==> src/rtl/iterative_divider_pkg.sv <==
// Shared types for the iterative divide/remainder unit: widths, FSM states,
// request payload and a sign-magnitude helper.
package iterative_divider_pkg;

  localparam int unsigned DIV_DATA_WIDTH    = 32;
  localparam int unsigned DIV_REG_NUM_WIDTH = 5;
  localparam int unsigned DIV_STEP_COUNT    = DIV_DATA_WIDTH;
  localparam int unsigned DIV_COUNT_WIDTH   = $clog2(DIV_DATA_WIDTH);

  typedef logic [DIV_DATA_WIDTH-1:0]    data_t;
  typedef logic [DIV_REG_NUM_WIDTH-1:0] reg_num_t;
  typedef logic [DIV_COUNT_WIDTH-1:0]   count_t;

  typedef enum logic [1:0] {
    ST_IDLE = 2'd0,
    ST_CALC = 2'd1,
    ST_FIX  = 2'd2,
    ST_DONE = 2'd3
  } div_state_t;

  typedef struct packed {
    data_t    op_a;
    data_t    op_b;
    logic     is_signed;
    logic     is_rem;
    reg_num_t dst_num;
  } div_req_t;

  typedef struct packed {
    logic     is_rem;
    logic     quot_neg;
    logic     rem_neg;
    reg_num_t dst_num;
  } div_ctx_t;

  function automatic data_t negate(input data_t v);
    return data_t'(0) - v;
  endfunction

  // Magnitude of a two's-complement value; 0x80000000 maps to itself as unsigned.
  function automatic data_t magnitude(input data_t v, input logic is_signed);
    return (is_signed && v[DIV_DATA_WIDTH-1]) ? negate(v) : v;
  endfunction

endpackage

==> src/rtl/iterative_divider_div_step.sv <==
// Single radix-2 restoring step: shift in one dividend bit, trial-subtract the
// divisor, keep or restore.
module iterative_divider_div_step #(
  parameter int unsigned W = 32
) (
  input  logic [W-1:0] i_rem,
  input  logic         i_dividend_bit,
  input  logic [W-1:0] i_divisor,
  output logic [W-1:0] o_rem_c,
  output logic         o_quot_bit_c
);

  logic [W:0]   w_shifted;
  logic [W+1:0] w_trial;

  assign w_shifted = {i_rem, i_dividend_bit};

  // Extra guard bit makes the borrow the sign of the trial result.
  assign w_trial = {1'b0, w_shifted} - {2'b00, i_divisor};

  assign o_quot_bit_c = ~w_trial[W+1];
  assign o_rem_c      = o_quot_bit_c ? W'(w_trial) : W'(w_shifted);

endmodule

==> src/rtl/iterative_divider.sv <==
// Multi-cycle signed/unsigned divide and remainder unit feeding the register
// file write port through a registered write-back triple.
module iterative_divider
  import iterative_divider_pkg::*;
(
  input  logic                         i_clk,
  input  logic                         i_rst,
  input  logic                         i_start,
  output logic                         o_ready,
  input  logic [DIV_DATA_WIDTH-1:0]    i_op_a,
  input  logic [DIV_DATA_WIDTH-1:0]    i_op_b,
  input  logic                         i_is_signed,
  input  logic                         i_is_rem,
  input  logic [DIV_REG_NUM_WIDTH-1:0] i_dst_num,
  input  logic                         i_flush,
  output logic [DIV_DATA_WIDTH-1:0]    o_wr_data,
  output logic [DIV_REG_NUM_WIDTH-1:0] o_wr_num,
  output logic                         o_wr_enable,
  output logic                         o_div_by_zero
);

  localparam int unsigned MSB = DIV_DATA_WIDTH - 1;

  div_state_t r_state;
  div_state_t w_state_next;
  logic       r_ready;

  count_t     r_count;
  data_t      r_dividend;
  data_t      r_divisor;
  data_t      r_quot;
  data_t      r_rem;
  div_ctx_t   r_ctx;

  data_t      r_wr_data;
  reg_num_t   r_wr_num;
  logic       r_wr_enable;
  logic       r_div_by_zero;

  div_req_t   w_req;
  data_t      w_mag_a;
  data_t      w_mag_b;
  logic       w_div_zero;
  logic       w_accept;
  logic       w_step;
  logic       w_finish;
  data_t      w_step_rem;
  logic       w_step_qbit;
  data_t      w_quot_fix;
  data_t      w_rem_fix;
  data_t      w_result;

  assign w_req = '{op_a:      i_op_a,
                   op_b:      i_op_b,
                   is_signed: i_is_signed,
                   is_rem:    i_is_rem,
                   dst_num:   i_dst_num};

  assign w_mag_a    = magnitude(w_req.op_a, w_req.is_signed);
  assign w_mag_b    = magnitude(w_req.op_b, w_req.is_signed);
  assign w_div_zero = (w_req.op_b == '0);

  iterative_divider_div_step #(
    .W (DIV_DATA_WIDTH)
  ) u_div_step (
    .i_rem          (r_rem),
    .i_dividend_bit (r_dividend[MSB]),
    .i_divisor      (r_divisor),
    .o_rem_c        (w_step_rem),
    .o_quot_bit_c   (w_step_qbit)
  );

  assign w_quot_fix = r_ctx.quot_neg ? negate(r_quot) : r_quot;
  assign w_rem_fix  = r_ctx.rem_neg  ? negate(r_rem)  : r_rem;
  assign w_result   = r_ctx.is_rem   ? w_rem_fix      : w_quot_fix;

  // State register; ready tracks the next state so it is valid right after reset.
  always_ff @(posedge i_clk or negedge i_rst) begin
    if (!i_rst) begin
      r_state <= ST_IDLE;
      r_ready <= 1'b1;
    end else begin
      r_state <= w_state_next;
      r_ready <= (w_state_next == ST_IDLE);
    end
  end

  // Next-state and datapath control strobes; flush wins over start and write-back.
  always_comb begin
    w_state_next = r_state;
    w_accept     = 1'b0;
    w_step       = 1'b0;
    w_finish     = 1'b0;
    case (r_state)
      ST_IDLE: begin
        if (i_start && !i_flush) begin
          w_accept     = 1'b1;
          w_state_next = w_div_zero ? ST_DONE : ST_CALC;
        end
      end
      ST_CALC: begin
        if (i_flush) begin
          w_state_next = ST_IDLE;
        end else begin
          w_step = 1'b1;
          if (r_count == DIV_COUNT_WIDTH'(DIV_STEP_COUNT - 1)) begin
            w_state_next = ST_FIX;
          end
        end
      end
      ST_FIX: begin
        if (i_flush) begin
          w_state_next = ST_IDLE;
        end else begin
          w_finish     = 1'b1;
          w_state_next = ST_DONE;
        end
      end
      ST_DONE: begin
        w_state_next = ST_IDLE;
      end
      default: begin
        w_state_next = ST_IDLE;
      end
    endcase
  end

  // Operand latch, restoring iteration and registered write-back.
  always_ff @(posedge i_clk or negedge i_rst) begin
    if (!i_rst) begin
      r_count       <= '0;
      r_dividend    <= '0;
      r_divisor     <= '0;
      r_quot        <= '0;
      r_rem         <= '0;
      r_ctx         <= '0;
      r_wr_data     <= '0;
      r_wr_num      <= '0;
      r_wr_enable   <= 1'b0;
      r_div_by_zero <= 1'b0;
    end else begin
      r_wr_enable   <= 1'b0;
      r_div_by_zero <= 1'b0;

      if (w_accept) begin
        r_dividend <= w_mag_a;
        r_divisor  <= w_mag_b;
        r_quot     <= '0;
        r_rem      <= '0;
        r_count    <= '0;
        r_ctx      <= '{is_rem:   w_req.is_rem,
                        quot_neg: w_req.is_signed & (w_req.op_a[MSB] ^ w_req.op_b[MSB]),
                        rem_neg:  w_req.is_signed & w_req.op_a[MSB],
                        dst_num:  w_req.dst_num};
        if (w_div_zero) begin
          r_wr_data     <= w_req.is_rem ? w_req.op_a : '1;
          r_wr_num      <= w_req.dst_num;
          r_wr_enable   <= (w_req.dst_num != '0);
          r_div_by_zero <= 1'b1;
        end
      end

      if (w_step) begin
        r_rem      <= w_step_rem;
        r_quot     <= {r_quot[MSB-1:0], w_step_qbit};
        r_dividend <= {r_dividend[MSB-1:0], 1'b0};
        r_count    <= r_count + DIV_COUNT_WIDTH'(1);
      end

      if (w_finish) begin
        r_wr_data   <= w_result;
        r_wr_num    <= r_ctx.dst_num;
        r_wr_enable <= (r_ctx.dst_num != '0);
      end
    end
  end

  assign o_ready       = r_ready;
  assign o_wr_data     = r_wr_data;
  assign o_wr_num      = r_wr_num;
  assign o_wr_enable   = r_wr_enable;
  assign o_div_by_zero = r_div_by_zero;

endmodule
==> config.mk <==
export PLATFORM = sky130hd
export DESIGN_NAME = iterative_divider
export DESIGN_NICKNAME = d
export VERILOG_FILES = /design/src/rtl/iterative_divider_pkg.sv /design/src/rtl/iterative_divider_div_step.sv /design/src/rtl/iterative_divider.sv
export SDC_FILE = /design/constraint.sdc
export NUM_CORES = 1
export LEC_CHECK = 0
export CORE_MARGIN = 5
export CORE_UTILIZATION = 63
export CTS_CLUSTER_DIAMETER = 60
export CTS_CLUSTER_SIZE = 40
export DETAILED_ROUTE_END_ITERATION = 7
export GPL_TIMING_DRIVEN = 0
export PLACE_DENSITY_LB_ADDON = 0.2
export SYNTH_ARGS = -nofsm -noshare
export SYNTH_HDL_FRONTEND = slang
export SYNTH_SLANG_ARGS = --single-unit
export TNS_END_PERCENT = 1
==> constraint.sdc <==
create_clock -name i_clk -period 8.7 [get_ports i_clk]
set_clock_uncertainty 0.15 [all_clocks]
set_input_delay 1.74 -clock i_clk [delete_from_list [all_inputs] [get_ports i_clk]]
set_output_delay 1.74 -clock i_clk [all_outputs]
set_load 0.02 [all_outputs]
# Word-level counts from Yosys, hierarchy flattened
# Index checks and enable logic that the tools add are counted.
# totals
ff_bits	183
input_bits	75
elab_cells	78
# classes
add_sub_neg	6
eq_ne	4
mux	36
bitwise	4
reduce_logical	13
# op_table
operator	n
32-bit 2-to-1 mux	15
1-bit by 32-bit subtractor with 32-bit output (first input constant)	4
33-bit by 32-bit subtractor with 34-bit output	1
32-bit zero test	1
5-bit 2-to-1 mux	5
1-bit 2-to-1 mux	10
2-bit 2-to-1 mux	5
5-bit nonzero test	2
2-bit case mux with 4 select lines	1
2-bit nonzero test	3
5-bit by 1-bit adder with 5-bit output (second input constant)	1
5-bit equality test (second input constant)	1
2-bit equality test (second input constant)	2
2-bit zero test	2
1-bit logical AND	3
1-bit AND	2
2-bit by 1-bit equality test with 1-bit output (second input constant)	1
2-bit AND reduction	1
1-bit zero test	1
1-bit NOT	1
1-bit bitwise XOR	1

# Logic depth before layout (Yosys ltp)
# Gate-level depths: netlist of the first run.
# depth
word_depth	6
mapped_depth	14

# Cells and area by module
# From an unflattened synthesis of the first run, not the netlist that was laid out.
# hier_totals
cells_unflattened	1458
area_unflattened_um2	12707.2
# by_module_without_submodules
mod	instances	cells_each	area_each_um2	seq_area_each_um2
iterative_divider	1	1085	10277.4	4580.6
iterative_divider_div_step	1	373	2429.8	0.0

# Worst setup path before layout of the first run
# Ideal clock, no wire load.
# synth_path
path_type	in2reg
start	input i_op_b[6]
end	register r_wr_data[19], in the netlist o_wr_data[19]
setup_time_ns	0.136
t_arrival_ns	3.851
required_ns	8.414
setup_slack_ns	4.563
path_stages	10
path_buffers	1
path_cell_list	or4_4 nor4_4 nand2b_2 and4bb_1 nand2_1 nor4_4 buf_6 nand3b_1 o211ai_1 o21ai_0
# synth_between
elab_chain_len	3
# synth_rtl
item	line	rtl
start, declared	iterative_divider.sv:11	input logic [DIV_DATA_WIDTH-1:0] i_op_b,
32-bit zero test	iterative_divider.sv:61	assign w_div_zero = (w_req.op_b == '0);
2-bit nonzero test (no source line)	--	
2-bit AND reduction (no source line)	--	
end signal, assigned	iterative_divider.sv:156	r_wr_data <= w_req.is_rem ? w_req.op_a : '1;
end signal, assigned	iterative_divider.sv:171	r_wr_data <= w_result;
end, declared	iterative_divider.sv:35	data_t r_wr_data;
# Every way passes these cells.
# A chain may end at the register's enable or synchronous reset.

# Worst setup path in the final report of the first run
# layout_path
start	input i_op_b[7]
end	register r_wr_data[25], in the netlist o_wr_data[25]
# Same word-level chain as after synthesis.

==> run_results.csv, run 1 <==
group,metric,value,unit
clock_network,clk_pin_slew,0.07,ns
min_path,hold_class,"reg2reg",
final_layout,finalNetCount,1630,
sta,slew_violations,0,
drt,drt_first_pass_iters,5,
final_layout,n_antenna_cell,0,
synth,yosysSeqAreaShare,0.380,
synth,syn-num-nets,1497,
final_layout,final_util,0.749,
clock_network,post_cts_resized,0,
power,p_seq_frac,0.305,
power,p_leak,0.00614,uW
clock_network,cts_root_buffer,"clkbuf_16",
worst_setup_path,crit_path_max_fanout,10,
synth,ys.flop_type,"dfrtp_1",
synth,synth.top_cell.area_share,0.378,
drt,vias,11300,
floorplan,row_count,50,
clock_network,cts_tree,"yes",
worst_setup_path,slowest_delay,0.75,ns
drt,drc,0,
worst_setup_path,worst_ep_required_time,8.84,ns
worst_setup_path,crit_type,"in2reg",
run_status,run_status,"completed",
power,p_sw_frac,0.426,
power,clockPowerShare,0.196,
worst_setup_path,path_common_cell,"nor4_4",
drt,drt_iter0_markers,1100,
final_layout,synthToLayoutAreaGrowth,16.7,%
global_route,grt-ovfl-total,0,
worst_setup_path,path_buf_inv,2,
clock_network,clock_path_buffers,2,
final_layout,n_fill_cell,1422,
worst_setup_path,cp_top_family,"simple AND/OR/NAND/NOR gates",
place,gp_congestion,0.951,
sta,tns,0,ns
floorplan,die_x,148,um
drt,drtAntennaViolNets,0,
worst_setup_path,cp-end-kind,"flop",
place,port_buffers,113,
drt,viasPerCell,6.39,
power,power,3820,uW
sta,rsz0062_at_grt,"false",
global_route,grt_first_pass_wirelength,55.6,mm
global_route,grt_pass1_vias,10900,
final_layout,drive_gt1_frac,0.0412,
power,pwr-share-comb,0.499,
global_route,grt_max_degree,118,
sta,min_period,4.90,ns
floorplan,io_pins,115,
global_route,grt_usage,0.316,
synth,synth-edff-count,0,
synth,synth_top_area_cell,"dfrtp_1",
synth,syn_avg_cell_area,8.71,um^2
sta,fmax,204,MHz
worst_setup_path,cp_cell_sequence,"clkdlybuf4s50_1 > or4_4 > nor4_4 > nand2b_2 > and4bb_1 > nand2_1 > nor4_4 > buf_6 > nand3b_1 > o211ai_1 > o21ai_0",
worst_setup_path,cp-start-kind,"input pin",
clock_network,cts_made_buffers,17,
sta,tightest_slew,1.34,ns
clock_network,post_cts_buffers,0,
clock_network,clock_sinks,183,
synth,async_flop_share,1.00,
floorplan,core,18800,um^2
floorplan,start_util,0.642,
place,dpl.hpwl,26.2,mm
power,vdd_drop_max,0.164,mV
synth,synth_cell_type_count,70,
floorplan,die_h,148,um
power,p_sw,1630,uW
floorplan,die_area,22000,um^2
synth,syn-instance-count,1383,
sta,slew_headroom,0.0967,
place,placed_cell_area,13500,um^2
synth,synth_area,12000,um^2
worst_setup_path,crit_path_top_delay_cell,"nor4_4",
power,p_int,2200,uW
global_route,antenna_found_initial,0,
power,powerDensity,272,nW/um^2
sta,finalSetupViolCount,0,
clock_network,cts_max_level,4,
drt,wl,34.7,mm
worst_setup_path,arrival,5.05,ns
sta,whs,0.328,ns
synth,synth-seq-cells,183,
final_layout,layout_commonest_cell,"o21ai_0",
job,cap_violations,0,
drt,wl_per_cell,19.7,um
final_layout,final_cell_mix,"o21ai_0 (188), dfrtp_1 (182), nand2_1 (165)",
sta,fin_crit_sh,0.563,
sta,finalHoldViolCount,0,
clock_network,clk_latency,0.44,ns
synth,ys_top_cells_by_area,"dfrtp_1 (38%), o21ai_0 (7.8%), xnor2_1 (6.3%)",
clock_network,ctsHoldBuffers,0,
synth,yosysWarnings,0,
final_layout,final_cell_area,14100,um^2
worst min-delay path, stage by stage, from the launching register on:
cell and delay (ns):
dfrtp_1 0.34, nand2_1 0.05, o21ai_0 0.06
path summary, 6_finish.rpt:
kind | from | end | slack [ns] | cells after the start
min in group asynchronous | i_rst | r_dividend[16] | 1.08 | 1
max | i_op_b[7] | o_wr_data[25] | 3.80 | 11
max in group asynchronous | i_rst | r_divisor[26] | 6.37 | 2
max reg2reg | r_rem[3] | r_rem[11] | 4.92 | 12
min reg2reg | r_divisor[11] | r_divisor[11] | 0.33 | 2
min | r_divisor[11] | r_divisor[11] | 0.33 | 2
layout make-up:
cell class	count	area, um^2	share of cell area
well taps	234	293	0.0208
plain buffers	84	377	0.0268
flip-flops and latches	183	4580	0.326
inverters	50	188	0.0134
clock inverters	14	125	0.00890
multi-input cells	1066	6900	0.491
repair buffers	114	1160	0.0828
clock buffers	18	429	0.0305
synthesized netlist by cell type, drive strengths merged (2+ instances only):
cell / instances
a31oi: 8
nor2: 73
a21oi: 60
or2: 5
o31ai: 26
nor3: 22
nand2: 165
a32oi: 8
o21ai: 203
buf: 15
nor2b: 6
o211ai: 28
a2111oi: 2
and3: 6
o41ai: 13
a31o: 2
o22ai: 2
or4: 9
nor4b: 3
a22o: 33
nand3: 19
o21a: 4
nand3b: 33
a21boi: 2
dfrtp: 182
o21bai: 3
clkbuf: 69
a22oi: 30
and2: 11
a21o: 11
nor4: 15
nand4: 8
xnor2: 86
ha: 38
nand2b: 7
a211oi: 6
nor3b: 2
inv: 50
xor2: 58
mux2i: 32
or3: 12
o311ai: 2
state kept, by name (all words and copies together), names as in the netlist:
signal and count:
r_dividend 32, o_wr_enable 1, o_wr_num 5, o_wr_data 32, o_ready 1, o_div_by_zero 1, r_divisor 32, r_quot 32
r_rem 32, r_ctx 8, r_state 2, r_count 5
kinds of logic (layout without fill, tap and decap cells):
| group | count (synthesis) | after routing | share of synthesized area |
|---|---|---|---|
| AND/OR/NAND/NOR | 398 | 398 | 0.163 |
| AO/OA/AOI/OAI | 453 | 453 | 0.237 |
| multiplexers | 32 | 32 | 0.0266 |
| adder cells (fa/ha/maj) | 39 | 39 | 0.0411 |
| XOR/XNOR | 144 | 144 | 0.105 |
| flip-flops | 183 | 183 | 0.380 |
| buffers and inverters | 134 | 280 | 0.0469 |
layer usage:
metal	wire length [um]	up-vias	GRT usage
met5	0	-	0
met4	1240	0	0.123
met1	13900	5352	0.399
met3	3030	83	0.0637
li1	-	5257	-
met2	16600	580	0.537
per-stage QoR:
stage               cells  setup slack, ns
floorplan            1383             4.56
global placement     1730            -1.65
detailed placement   1731             3.42
CTS                  1763             3.86
global route         1763             3.63
finish               1763             3.80
power by group through the flow:
stage                     logic [uW]  clock network (uW)  registers [uW]
after global placement          1810                   0            1170
after CTS                       1880                 748            1160
after global routing            2100                 784            1180
after floorplan                 1440                   0            1120
final                           1910                 749            1170
after detailed placement        1850                   0            1170
Power figures use the tool's default switching activity.
==> run 2, diff against run 1 <==
Settings changed: CORE_UTILIZATION 63 to 53.
Clock period 8.7 ns to 4 ns, I/O delays scaled along.
==> run 2 against run 1 <==
Against the previous run:
- core utilization shrank 12 points
- clock-buffer cell count grew 2
- sequential power grew 120%
- global-route usage shrank 4.5 points
- first-iteration DRC count shrank 9.1%
- combinational power grew 120%
- die area grew 18%
- critical path depth grew 1
- critical path type is now reg2reg
==> run_results.csv, run 2 (same netlist as run 1, synthesis figures left out) <==
group,metric,value,unit
drt,vias,11100,
clock_network,clk_pin_slew,0.07,ns
global_route,grt_max_degree,126,
place,dpl.hpwl,27.2,mm
floorplan,io_pins,115,
min_path,hold_class,"in2async",
final_layout,finalNetCount,1632,
floorplan,core,22500,um^2
drt,drtAntennaViolNets,0,
clock_network,cts_tree,"yes",
job,cap_violations,0,
sta,fmax,271,MHz
sta,slew_headroom,0.411,
drt,wl_per_cell,19.4,um
sta,tns,0,ns
final_layout,drive_gt1_frac,0.0431,
floorplan,die_h,161,um
global_route,grt_first_pass_wirelength,56.2,mm
clock_network,post_cts_buffers,0,
clock_network,ctsHoldBuffers,0,
floorplan,die_x,161,um
worst_setup_path,cp-end-kind,"flop",
power,power,8390,uW
place,gp_congestion,0.946,
place,dp_slack,-0.358,ns
final_layout,instances_no_fill,1816,
global_route,busiest_layer,"met2",
final_layout,n_antenna_cell,0,
power,powerDensity,591,nW/um^2
drt,drc,0,
worst_setup_path,crit_path_max_fanout,10,
sta,fin_crit_sh,0.924,
sta,min_period,3.70,ns
power,p_leak,0.00617,uW
sta,finalWorstSetupSlack,0.304,ns
worst_setup_path,timing.rr.start,"r_rem[3]",
global_route,grt-ovfl-total,0,
sta,finalSetupViolCount,0,
clock_network,cts_max_level,4,
drt,drt_iter0_markers,1000,
floorplan,start_util,0.535,
sta,rsz0062_at_grt,"false",
final_layout,n_fill_cell,1964,
clock_network,clock_sinks,183,
final_layout,final_cell_mix,"o21ai_0 (188), dfrtp_1 (182), nand2_1 (165)",
power,vdd_drop_max,0.265,mV
sta,tightest_slew,0.880,ns
worst_setup_path,regToRegEndpoint,"r_rem[22]",
global_route,grt_pass1_vias,10600,
final_layout,layout_commonest_cell,"o21ai_0",
worst_setup_path,crit_type,"reg2reg",
clock_network,clk_latency,0.43,ns
place,place_inst,1782,
sta,slew_violations,0,
worst_setup_path,ff2ff_path_depth,12,
drt,viasPerCell,6.09,
sta,finalHoldViolCount,0,
drt,drt_first_pass_iters,6,
worst_setup_path,cp-start-kind,"flop",
global_route,grt_usage,0.271,
clock_network,post_cts_resized,0,
sta,whs,0.128,ns
clock_network,clock_path_buffers,2,
place,port_buffers,113,
floorplan,die_area,25800,um^2
worst_setup_path,worst_ep_required_time,4.15,ns
global_route,use_met2,0.446,
final_layout,synthToLayoutAreaGrowth,17.9,%
global_route,met1_usage,0.353,
run_status,run_status,"completed",
worst_setup_path,startpoint,"r_rem[3]",
global_route,antenna_found_initial,0,
clock_network,cts_root_buffer,"clkbuf_16",
drt,wl,35.2,mm
global_route,grt_util_met3,0.0549,
clock_network,cts_made_buffers,17,
worst_setup_path,rrSetupSlack,0.30,ns
floorplan,row_count,55,
worst_setup_path,endpoint,"r_rem[22]",
worst_setup_path,arrival,3.84,ns
[run 2: cell count changes in the layout (fill, tap and decap cells not counted), moves of 2 or more]
cell        change
inv_6           -2
clkinv_2        -3
clkbuf_8        +3
clkinvlp_4      +2
[run 2: how the worst min path moves through the flow]
stage	startpoint	endpoint	slack (ns)	depth (start not counted)
after detailed placement	r_divisor[18]	r_divisor[18]	0.32	2
after global placement	r_divisor[17]	r_divisor[17]	0.31	2
after CTS	i_rst	r_dividend[18]	0.13	1
final	i_rst	r_dividend[18]	0.13	1
after floorplan	r_divisor[10]	r_divisor[10]	0.30	2
after global routing	i_rst	r_dividend[17]	0.15	1
[run 2: area by class of cell]
class / count / area, um^2 / area share
Multi-Input combinational cell: 1066 / 6900 / 0.486
Sequential cell: 183 / 4580 / 0.323
Timing Repair Buffer: 116 / 1190 / 0.0837
Clock buffer: 20 / 467 / 0.0329
Buffer: 84 / 377 / 0.0265
Tap cell: 285 / 357 / 0.0251
Inverter: 50 / 188 / 0.0132
Clock inverter: 12 / 140 / 0.00987
[run 2: power by group]
| part | switching (uW) | internal, uW |
|---|---|---|
| clock network | 761 | 980 |
| registers | 375 | 2160 |
| logic | 2370 | 1750 |
| total | 3500 | 4890 |
[run 2: metal layers]
| layer | wire, um | part of all wire |
|---|---|---|
| met2 | 16100 | 0.46 |
| met4 | 1470 | 0.042 |
| met5 | 0 | 0 |
| met3 | 2560 | 0.073 |
| met1 | 15100 | 0.43 |
[run 2: worst max-delay path: stages (launching register included)]
cell and delay, ns:
dfrtp_1 0.48, ha_1 0.40, a21o_1 0.22, a31o_2 0.24, a2111oi_2 0.44, o22ai_2 0.26, a211oi_4 0.35, o31ai_2 0.16
a21boi_2 0.19, buf_6 0.19, buf_6 0.19, mux2i_1 0.21, o21ai_0 0.09
[run 2: per-stage QoR]
stage,utilization,instance area [um^2]
2_1_floorplan,-,12000
3_3_place_gp,0.601,13500
3_5_place_dp,0.603,13600
4_1_cts,0.630,14200
5_1_grt,0.631,14200
6_report,0.631,14200
==> run 3, diff against run 2 <==
Settings changed: SLEW_MARGIN set to 20.
==> run 3 against run 2 <==
Against the previous run:
- register-to-register slack worse by 0.02 ns
- final cell count down 0.11%
- total power down 0.26%
- first-iteration DRC count up 9.6%
- sequential share of layout area about the same
- hold slack worse by 0.028 ns
- core utilization about the same
- wire length up 1.5%
- sequential cell count unchanged
- fmax down 0.46%
- highest routed layer unchanged
==> run_results.csv, run 3 (same netlist as run 1, synthesis figures left out) <==
group,metric,value,unit
global_route,grt_first_pass_wirelength,57.0,mm
global_route,grt_usage,0.274,
place,dpl.hpwl,27.4,mm
drt,drc,0,
worst_setup_path,arrival,3.87,ns
global_route,antenna_found_initial,0,
global_route,grt_pass1_vias,10700,
final_layout,layout_commonest_cell,"o21ai_0",
drt,wl_per_cell,19.7,um
clock_network,cts_root_buffer,"clkbuf_16",
power,powerDensity,590,nW/um^2
worst_setup_path,worst_ep_required_time,4.16,ns
clock_network,clock_path_buffers,2,
clock_network,clock_sinks,183,
final_layout,n_fill_cell,1943,
clock_network,clk_latency,0.44,ns
worst_setup_path,cp-start-kind,"flop",
worst_setup_path,crit_type,"reg2reg",
sta,finalWorstSetupSlack,0.287,ns
place,gp_congestion,0.946,
sta,finalSetupViolCount,0,
drt,viasPerCell,6.10,
sta,min_period,3.71,ns
drt,vias,11100,
final_layout,drive_gt1_frac,0.0425,
drt,drt_first_pass_iters,6,
power,power,8370,uW
worst_setup_path,crit_path_max_fanout,10,
sta,fmax,269,MHz
sta,finalHoldViolCount,0,
floorplan,io_pins,115,
sta,tns,0,ns
final_layout,n_antenna_cell,0,
clock_network,cts_max_level,4,
floorplan,row_count,55,
power,vdd_drop_max,0.238,mV
sta,slew_headroom,0.399,
final_layout,synthToLayoutAreaGrowth,17.9,%
clock_network,clk_pin_slew,0.07,ns
place,dp_slack,-0.331,ns
min_path,hold_class,"in2async",
floorplan,core,22500,um^2
floorplan,die_x,161,um
floorplan,die_area,25800,um^2
place,port_buffers,113,
drt,drt_iter0_markers,1096,
clock_network,ctsHoldBuffers,0,
global_route,grt-ovfl-total,0,
global_route,grt_max_degree,76,
floorplan,start_util,0.535,
sta,fin_crit_sh,0.928,
worst_setup_path,cp-end-kind,"flop",
sta,tightest_slew,0.898,ns
sta,slew_violations,0,
sta,rsz0062_at_grt,"false",
clock_network,cts_made_buffers,17,
final_layout,finalNetCount,1632,
clock_network,cts_tree,"yes",
drt,wl,35.7,mm
sta,whs,0.100,ns
run_status,run_status,"completed",
power,p_leak,0.00616,uW
final_layout,final_cell_mix,"o21ai_0 (188), dfrtp_1 (182), nand2_1 (165)",
drt,drtAntennaViolNets,0,
job,cap_violations,0,
floorplan,die_h,161,um
run 3: cell count changes in the layout (fill, tap and decap cells not counted), sizes merged:
cell	delta
clkinv	-4
clkinvlp	+2
run 3: cell type report:
| type | instances | area, um^2 | area share |
|---|---|---|---|
| Sequential cell | 183 | 4580 | 0.323 |
| Clock inverter | 10 | 121 | 0.00855 |
| Buffer | 84 | 377 | 0.0265 |
| Inverter | 50 | 188 | 0.0132 |
| Tap cell | 285 | 357 | 0.0251 |
| Clock buffer | 20 | 457 | 0.0322 |
| Timing Repair Buffer | 116 | 1210 | 0.0853 |
| Multi-Input combinational cell | 1066 | 6910 | 0.487 |
run 3: final timing paths:
check / from / endpoint / slack (ns) / depth (start not counted)
min reg2reg: r_divisor[18] / r_divisor[18] / 0.33 / 2
min in group i_clk: r_divisor[18] / r_divisor[18] / 0.33 / 2
max reg2reg: r_rem[3] / r_rem[8] / 0.29 / 12
min: i_rst / r_dividend[16] / 0.10 / 1
max in group asynchronous: i_rst / r_rem[1] / 2.56 / 3
max: r_rem[3] / r_rem[8] / 0.29 / 12
run 3: through the flow:
| step | utilization | instances | cell area [um^2] |
|---|---|---|---|
| after floorplan | - | 1383 | 12000 |
| after global placement | 0.601 | 1781 | 13500 |
| after detailed placement | 0.604 | 1783 | 13600 |
| after CTS | 0.630 | 1813 | 14200 |
| after global routing | 0.631 | 1814 | 14200 |
| final | 0.631 | 1814 | 14200 |
run 3: what timing repair did:
item	4_1_cts	5_1_grt
setup buffers	0	1
resized for setup	0	1
endpoints found under the setup margin	0	27
run 3: critical path, cell delays in order, from the launching register on:
cell and delay [ns]:
dfrtp_1 0.47, ha_1 0.39, a21o_1 0.22, a31o_2 0.24, a2111oi_2 0.46, o22ai_2 0.26
a211oi_4 0.35, o31ai_2 0.16, a21boi_2 0.17, buf_6 0.19, buf_6 0.19, mux2i_1 0.21
o21ai_0 0.10
run 3: per-layer routing:
layer	part of all wire	GRT usage	routed length, um
met1	0.42	0.352	15000
met2	0.47	0.459	16800
met3	0.080	0.0582	2850
met4	0.032	0.102	1150
met5	0	0	0
run 3: power by group:
group	switching, uW	internal, uW
Sequential	378	2160
Combinational	2380	1750
Clock	752	952
==> variant (config.mk and constraints of run 1) <==
`DIV_DATA_WIDTH`: 32 -> 64.
--- a/src/rtl/iterative_divider_pkg.sv
+++ b/src/rtl/iterative_divider_pkg.sv
@@ -2,7 +2,7 @@
 // request payload and a sign-magnitude helper.
 package iterative_divider_pkg;
 
-  localparam int unsigned DIV_DATA_WIDTH    = 32;
+  localparam int unsigned DIV_DATA_WIDTH    = 64;
   localparam int unsigned DIV_REG_NUM_WIDTH = 5;
   localparam int unsigned DIV_STEP_COUNT    = DIV_DATA_WIDTH;
   localparam int unsigned DIV_COUNT_WIDTH   = $clog2(DIV_DATA_WIDTH);
Ports: changed (resized i_op_a, i_op_b and o_wr_data); port bits go from 115 to 211. No check against the original RTL was run, so the function may have changed too.
==> variant against run 1 <==
Cell area increased by 97%. Largest power group unchanged. Die area grew 90%. Sequential cell count up 161. Routed wire length grew 130%. Combinational power grew 120%. Power is 110% higher. Sequential share of layout area decreased by 1.5 points. Area after synthesis up 97%. First-iteration DRC count grew 110%. Critical path type unchanged. Setup slack worse by 590 ps.
==> variant: results (changes against run 1) <==
total CTS buffers=30 (+13); Total Nets Final=3,291 (+100%); number of post-CTS setup repair buffers=0 (unchanged); first-pass GRT wire length=126,000 µm (+130%); Yosys warning total=0 (unchanged); clock-pin slew on the worst setup and hold paths=70 ps (about the same); Synth Area in Adders=3.72% (-0.39 points); mux share of post-synthesis cell area=0.295% (-2.4 points); Worst Path Arrival=5840 ps (+790 ps); initial antenna violation count=2 (+2); post-synthesis compound-gate area fraction=27.0% (+3.3 points); sequential share of the synthesized area=36.3% (-1.8 points); Finished Layout Cells=3,616 (+110%); Placed Instance Area=26,600 µm² (+97%); pin count of the biggest net entering global routing=123 (+4.2%); diodes inserted=0 (unchanged); FILL cells=2,793 (+96%); outcome=finished, final reports clean; max incr delay on CP=850 ps (+100 ps); post-synthesis xor/xnor area fraction=11.1% (+0.67 points); worst ir drop on vdd=0.140 mV (-14%); detailed-route wire length=80,400 µm (+130%); drt first-iter violations=2,294 (+110%); Clock Latency Late Sink=600 ps (+160 ps); DR pass1 iterations=6 (+1); layout cells sized above 1=3.32% (-0.80 points); Syn Nets=3,045 (+100%); met1 WL=31,500 µm (+130%); LEAKAGE=11.8 nW (+92%); Worst path slowest cell=clkbuf_1; IO Port Bufs=210 (+86%); clk buf depth=3 (+1); Post-synth ARST share=100% (unchanged); count of cell types in the netlist=77 (+10%); global-route track usage on met3=5.70% (-0.67 points); met2 usage=61.5% (+7.8 points); actual slew at the worst max-slew pin=1090 ps (-245 ps); Final HPWL DP=62,900 µm (+140%); crit-path max FO=10 (unchanged); vias in the first global route=22,900 (+110%); Cells after Synth=2,836 (+110%); highest metal used=met5; Vias/cell=6.45 (+0.88%); Top delay family on crit path=buffers and inverters; routed wl met3=7510 µm (+150%); routed wl met2=36,700 µm (+120%); Synth area leaders=dfrtp_1, o21ai_0, xnor2_1, nand2_1, xor2_1; synth cell count leaders=o21ai_0, dfrtp_1, nand2_1; Synth Flop Type=dfrtp_1; Clock Tree Root=clkbuf_16; GR Util met1=49.0% (+9.1 points); H-tree depth=1 (-3); Hold WC Path Type=reg -> reg; All-Layer GR Usage=37.6% (+6.0 points); # resized after CTS=0 (unchanged); gpl congestion=1.01 (+5.7%)
## variant: cell types whose count changed in the layout (fill, tap and decap cells not counted), moves of 97 or more
cell	delta
o21ai_0	+218
clkdlybuf4s50_1	+97
dfrtp_1	+161
clkbuf_1	+100
a21oi_1	+110
nand2_1	+171
## variant: path summary, 6_finish.rpt
check / slack, ps / depth (start not counted) / endpoint / start
worst max-delay path: 3210 / 8 / r_ctx[5] / i_flush
worst min-delay path: 330 / 2 / r_divisor[37] / r_divisor[37]
worst max register to register: 3420 / 13 / r_rem[5] / r_rem[13]
worst min register to register: 330 / 2 / r_divisor[37] / r_divisor[37]
max in group asynchronous: 6150 / 2 / r_rem[10] / i_rst
min in group asynchronous: 1070 / 1 / r_ctx[0] / i_rst
## variant: stage by stage
stage,hold slack (ps),worst slack [ps]
2_1_floorplan,296,3910
3_3_place_gp,313,-8220
3_5_place_dp,320,2740
4_1_cts,336,3340
5_1_grt,350,3160
6_report,333,3210
## variant: report_power, final
group          switching (W)  total, W  internal, W
Clock               0.000671   0.00148     0.000810
Combinational        0.00262   0.00420      0.00159
Sequential          0.000421   0.00230      0.00188
Total                0.00371   0.00799      0.00428
## variant: cell families after synthesis
| kind of cell | after synthesis |
|---|---|
| flip-flops | 344 |
| multiplexers | 7 |
| AO/OA/AOI/OAI | 1019 |
| XOR/XNOR | 302 |
| buffers and inverters | 290 |
| adder cells (fa/ha/maj) | 70 |
| AND/OR/NAND/NOR | 804 |
## variant: cell type report
class	instances	area (µm²)	share of cell area (%)
Timing Repair Buffer	214	2180	7.87
Buffer	186	709	2.56
Multi-Input combinational cell	2202	14000	50.8
Clock inverter	19	282	1.02
Clock buffer	36	815	2.94
Tap cell	511	639	2.31
Sequential cell	344	8610	31.1
Inverter	104	390	1.41
